`config.mk`:
```
export PLATFORM = sky130hd
export DESIGN_NAME = sramx_arbiter
export DESIGN_NICKNAME = d
export VERILOG_FILES = /design/src/rtl/sramx_pkg.sv /design/src/rtl/sramx_arbiter_kseg_translate.sv /design/src/rtl/sramx_arbiter.sv
export SDC_FILE = /design/constraint.sdc
export NUM_CORES = 1
export LEC_CHECK = 0
export ABC_AREA = 0
export CORE_AREA = 2 2 120 122
export CTS_CLUSTER_SIZE = 28
export DETAILED_ROUTE_END_ITERATION = 8
export DIE_AREA = 0 0 122 124
export GPL_TIMING_DRIVEN = 0
export HOLD_SLACK_MARGIN = 0.15
export PLACE_DENSITY_LB_ADDON = 0.25
export SLEW_MARGIN = 20
export SYNTH_ARGS = -nofsm -noshare
export SYNTH_HDL_FRONTEND = slang
export SYNTH_SLANG_ARGS = --single-unit
```
`constraint.sdc`:
```
create_clock -name clk -period 1.22 [get_ports clk]
set_clock_uncertainty 0.05 [all_clocks]
set_input_delay 0.244 -clock clk [delete_from_list [all_inputs] [get_ports clk]]
set_output_delay 0.244 -clock clk [all_outputs]
set_load 0.02 [all_outputs]
```
`src/rtl/sramx_pkg.sv`:
```
// Shared types and constants for the SRAM port arbiter.
//   vaddr_t / paddr_t : 32-bit virtual and physical byte addresses
//   tag_t             : in-flight request tag {valid, channel id, is_read}
//   KSEG_*            : segment constants used by the kseg0/kseg1 translation
package sramx_pkg;

  typedef logic [31:0] vaddr_t;
  typedef logic [31:0] paddr_t;

  // Channel ids are stored in 3 bits so up to 8 requesters fit.
  localparam int CH_W = 3;

  // kseg0 (0x8/0x9) and kseg1 (0xA/0xB) share the top address bits 2'b10.
  localparam logic [1:0] KSEG_TOP2       = 2'b10;
  // Both segments map onto the low 512 MB of physical space.
  localparam logic [2:0] KSEG_PHYS_TOP3  = 3'b000;

  typedef struct packed {
    logic            valid;
    logic [CH_W-1:0] ch;
    logic            is_read;
  } tag_t;

endpackage

```
`src/rtl/sramx_arbiter_kseg_translate.sv`:
```
// Combinational kseg0/kseg1 virtual-to-physical address translation.
//   XLATE_EN : 1 = fold kseg0/kseg1 onto physical 0x0000_0000..0x1FFF_FFFF,
//              0 = pass the address through unmodified
//   vaddr    : virtual byte address of the granted request
//   paddr    : physical byte address driven to the SRAM port
module kseg_translate
  import sramx_pkg::*;
#(
  parameter int XLATE_EN = 1
) (
  input  vaddr_t vaddr,
  output paddr_t paddr
);

  // Clearing bits [31:29] maps 0x8/0xA -> 0x0 and 0x9/0xB -> 0x1 in one step;
  // every other segment is left alone.
  always_comb begin
    paddr = vaddr;
    if (XLATE_EN != 0 && vaddr[31:30] == KSEG_TOP2) begin
      paddr = {KSEG_PHYS_TOP3, vaddr[28:0]};
    end
  end

endmodule

```
`src/rtl/sramx_arbiter.sv`:
```
// Round-robin arbiter sharing one fixed-latency SRAM port between NUM_CH
// requesters, with a tag pipeline routing responses back to their owners.
//   clk, reset          : clock, asynchronous active-high reset
//   req_valid/req_ready : per-channel handshake, req_ready is a one-hot grant
//   req_addr/wen/wdata  : per-channel request payload (wen == 0 means read)
//   resp_valid/rdata    : per-channel response strobe and read data
//   sram_*              : shared SRAM port, sram_rdata arrives RD_LAT later
module sramx_arbiter
  import sramx_pkg::*;
#(
  parameter int NUM_CH   = 2,
  parameter int RD_LAT   = 1,
  parameter int XLATE_EN = 1
) (
  input  logic                    clk,
  input  logic                    reset,
  input  logic [NUM_CH-1:0]       req_valid,
  input  logic [NUM_CH-1:0][31:0] req_addr,
  input  logic [NUM_CH-1:0][3:0]  req_wen,
  input  logic [NUM_CH-1:0][31:0] req_wdata,
  output logic [NUM_CH-1:0]       req_ready,
  output logic [NUM_CH-1:0]       resp_valid,
  output logic [NUM_CH-1:0][31:0] resp_rdata,
  output logic                    sram_en,
  output logic [3:0]              sram_wen,
  output paddr_t                  sram_addr,
  output logic [31:0]             sram_wdata,
  input  logic [31:0]             sram_rdata
);

  localparam int IDX_W = (NUM_CH > 1) ? $clog2(NUM_CH) : 1;

  logic [CH_W-1:0]   rr_ptr;
  logic [NUM_CH-1:0] grant;
  logic [CH_W-1:0]   grant_id;
  logic              grant_found;
  vaddr_t            sel_addr;
  logic [3:0]        sel_wen;
  logic [31:0]       sel_wdata;
  tag_t              new_tag;
  tag_t              pipe [RD_LAT];

  // Round-robin search: try offsets 0..NUM_CH-1 from rr_ptr in order and grant
  // the first valid channel. Nothing is granted while reset is high.
  always_comb begin
    grant       = '0;
    grant_id    = '0;
    grant_found = 1'b0;
    if (!reset) begin
      for (int off = 0; off < NUM_CH; off++) begin
        for (int k = 0; k < NUM_CH; k++) begin
          if (!grant_found && req_valid[IDX_W'(k)] &&
              ((int'(rr_ptr) + off) % NUM_CH) == k) begin
            grant_found          = 1'b1;
            grant[IDX_W'(k)]     = 1'b1;
            grant_id             = CH_W'(k);
          end
        end
      end
    end
  end

  assign req_ready = grant;

  // One-hot AND-OR selection of the granted payload; all zero with no grant,
  // which also makes the translated address zero.
  always_comb begin
    sel_addr  = '0;
    sel_wen   = '0;
    sel_wdata = '0;
    for (int k = 0; k < NUM_CH; k++) begin
      if (grant[IDX_W'(k)]) begin
        sel_addr  = req_addr[IDX_W'(k)];
        sel_wen   = req_wen[IDX_W'(k)];
        sel_wdata = req_wdata[IDX_W'(k)];
      end
    end
  end

  kseg_translate #(
    .XLATE_EN (XLATE_EN)
  ) u_xlate (
    .vaddr (sel_addr),
    .paddr (sram_addr)
  );

  assign sram_en    = grant_found;
  assign sram_wen   = sel_wen;
  assign sram_wdata = sel_wdata;

  assign new_tag = '{valid: grant_found, ch: grant_id, is_read: (sel_wen == 4'h0)};

  // Pointer moves just past the accepted channel; the tag pipeline shifts
  // every cycle so a tag emerges exactly RD_LAT cycles after acceptance.
  always_ff @(posedge clk or posedge reset) begin
    if (reset) begin
      rr_ptr <= '0;
      for (int i = 0; i < RD_LAT; i++) begin
        pipe[i] <= '0;
      end
    end else begin
      pipe[0] <= new_tag;
      for (int i = 1; i < RD_LAT; i++) begin
        pipe[i] <= pipe[i-1];
      end
      if (grant_found) begin
        if (int'(grant_id) == NUM_CH - 1) begin
          rr_ptr <= '0;
        end else begin
          rr_ptr <= grant_id + CH_W'(1);
        end
      end
    end
  end

  // Route the emerging tag to its channel; writes get a strobe with zero data.
  always_comb begin
    resp_valid = '0;
    resp_rdata = '0;
    for (int k = 0; k < NUM_CH; k++) begin
      if (pipe[RD_LAT-1].valid && int'(pipe[RD_LAT-1].ch) == k) begin
        resp_valid[IDX_W'(k)] = 1'b1;
        if (pipe[RD_LAT-1].is_read) begin
          resp_rdata[IDX_W'(k)] = sram_rdata;
        end
      end
    end
  end

endmodule
```
==> results.md, run 1 <==
* Via count at 1938
* DR WL/cell at 12.27 um
* Overflow after GRT at 0
* YS warnings at 0
* Post-Syn Instances at 157
* Reg with most FFs: pipe
* Max reg flops at 2
* Crit Path Class: flip-flop to output pin
* Utilization after layout at between 30% and 40%
* Crit-path max FO at 6
* Final setup fails at 102
* Number of global-route vias before repair at 1901
* Unique masters post-synth at 11
* Clock Tree Buf Depth at 2
* Final worst-path cycle share at 125.2%
* Core Rows at 43
* Die Width at 122 um
* Max-cap viol count at 0
* Vias per cell at 3.257
* Mapped Area at ~1100 um2
* GPL Wtd Cong at a little under 0.7
* Syn avg cell area at about 6.8 um2
* Max IR drop VDD at 0.0003627 V
* Sequential-to-total area share from yosys stat at 4.700%
* Fraction of layout cells with a size suffix above 1 at between 60% and 70%
* Antenna Diode Count at 0
* Worst-path clk slew at approximately 0.030 ns
* Crit end category: output pin
* Setup TNS at -18.33 ns
* Fmax at 654.9 MHz
* Post-DP Area at between 3000 and 4000 um2
* Power Density at 470.4 nW/um2
* CTS root buffer: clkbuf_16
* Largest cells by area after synthesis: and2_1, buf_4, and3_1
* First-pass GRT wire length at 9.949 mm
* Clk sinks at 2
* Hold_ws at between 0.2 and 0.3 ns
* IO Port Bufs at 205
* Initial Util at around 7.8%
* Post-DP HPWL at 5.803 mm
* Num CTS Buffers at 3
* Largest registers: pipe x2
* Placed Instances at 575
* DRC at 0
* RSZ-0062 raised after global routing: yes
* Area grow syn2layout at 290.7%
* Post-synth top area cell: and2_1
* Pleak at 2.099 nW
* Total die area at 15130 um2
* GRT Overall Usage at 8.512%
* HP Class: input pin to flip-flop
* Final wirelength at 7.302 mm
* CP startpoint kind: flip-flop
* Status: finished, violations left
* Worst EP required at a little over 0.9 ns
* Pre-CTS setup slack at -1.060 ns
* Num ports at 309
* H-tree levels at 1
* Final nets at 589
* Antenna-violating nets left at 0
* Yosys reg bits at 2
* Initial antenna violation count at 0
* Final Worst Setup Slack at -0.3069 ns
* Design Area, Final at 4160 um2
* Largest net degree at the start of global routing at 11
* Cell Count, Final, Fillers Out at around 600
* Final Hold Vio Count at 0
* Tmin final at 1.527 ns
* Pre-antenna DRT Iters at 2
* Worst Path Arrival at 1.23 ns
* Total power at 1.957 mW
* Final Max Slew Viols at 0
* Area share of the largest cell type after synthesis at 38.78%
* Core Area at roughly 14000 um2
* DR iter-0 viols at 16
* CTS tree: built
* Chip Height at 124 um
* Failing checks: negative setup slack
==> cells in the final DEF (no fill, tap or decap) <==
cell type	count
buf_8	11
dlygate4sd2_1	2
inv_1	1
conb_1	34
clkbuf_8	1
and3_1	20
buf_2	20
dfrtp_2	2
dlygate4sd3_1	1
buf_4	39
buf_16	2
and2_4	66
and3_4	14
dlymetal6s2s_1	1
clkbuf_16	3
buf_6	95
nand2b_1	1
buf_12	3
o41ai_4	1
nor2b_4	1
clkdlybuf4s50_1	97
==> synth_stat cells <==
master,instances
buf_4,42
and3_1,34
nor2b_1,1
o41ai_1,1
buf_6,2
and2_1,66
conb_1,1
inv_1,1
dfrtp_1,2
nand2b_1,1
clkbuf_1,6
==> what timing repair did <==
action / 4_1_cts / 5_1_grt
endpoints found under the setup margin: 104 / 103
gates cloned: 9 / 0
hold endpoints to repair: 2 / 0
pin swaps: 64 / 2
hold buffers: 1 / 0
setup buffers: 10 / 2
gates resized for setup: 678 / 57
==> power breakdown <==
group	internal (mW)	leakage (nW)	switching, mW
Sequential	0.0711	0.0211	0.00932
Clock	0.417	0.0370	0.0748
Combinational	0.845	2.04	0.540
Total	1.33	2.10	0.624
==> cell type report <==
| type | instances | area, um2 |
|---|---|---|
| Tap cell | 180 | 225.2 |
| Clock buffer | 3 | 75.07 |
| Buffer | 49 | 434.2 |
| Multi-Input combinational cell | 137 | 1036 |
| Timing Repair Buffer | 223 | 2333 |
| Fill cell | 1424 | 9559 |
| Sequential cell | 2 | 52.55 |
| Inverter | 1 | 3.754 |
==> final timing paths <==
path / depth (start not counted) / startpoint / endpoint
max in group asynchronous: 3 / reset / pipe[4]
min in group asynchronous: 3 / reset / pipe[0]
min: 2 / req_wen[0] / pipe[0]
max: 4 / pipe[4] / resp_rdata[9]
==> cells by family (layout without fill, tap and decap cells) <==
family	count (synthesis)	after routing	synth area share, %
AO/OA/AOI/OAI	1	1	0.8227
flip-flops	2	2	4.701
buffers and inverters	51	276	34.19
AND/OR/NAND/NOR	102	102	59.93
other	1	34	0.3522
==> worst max-delay path, cell delays in order, from the launching register on <==
cell and delay (ns):
dfrtp_2 0.46, buf_6 0.15, buf_8 0.12, and3_4 0.16, buf_6 0.12
==> routing by layer <==
layer | routed length, um | global-route usage [%] | up-vias
met5 | 0 | 0 | -
met4 | 59 | 1.940 | 0
met3 | 865 | 2.976 | 6
met2 | 4054 | 17.56 | 140
met1 | 2323 | 7.901 | 851
li1 | - | - | 941
Power figures use the tool's default switching activity.
==> run 2, diff against run 1 <==
--- a/config.mk
+++ b/config.mk
@@ -7,6 +7,7 @@
 export LEC_CHECK = 0
 export ABC_AREA = 0
 export CORE_AREA = 2 2 120 122
+export CTS_CLUSTER_DIAMETER = 100
 export CTS_CLUSTER_SIZE = 28
 export DETAILED_ROUTE_END_ITERATION = 8
 export DIE_AREA = 0 0 122 124
==> results of run 2 <==
No change in the layout: final DEF, timing and power equal those of run 1.
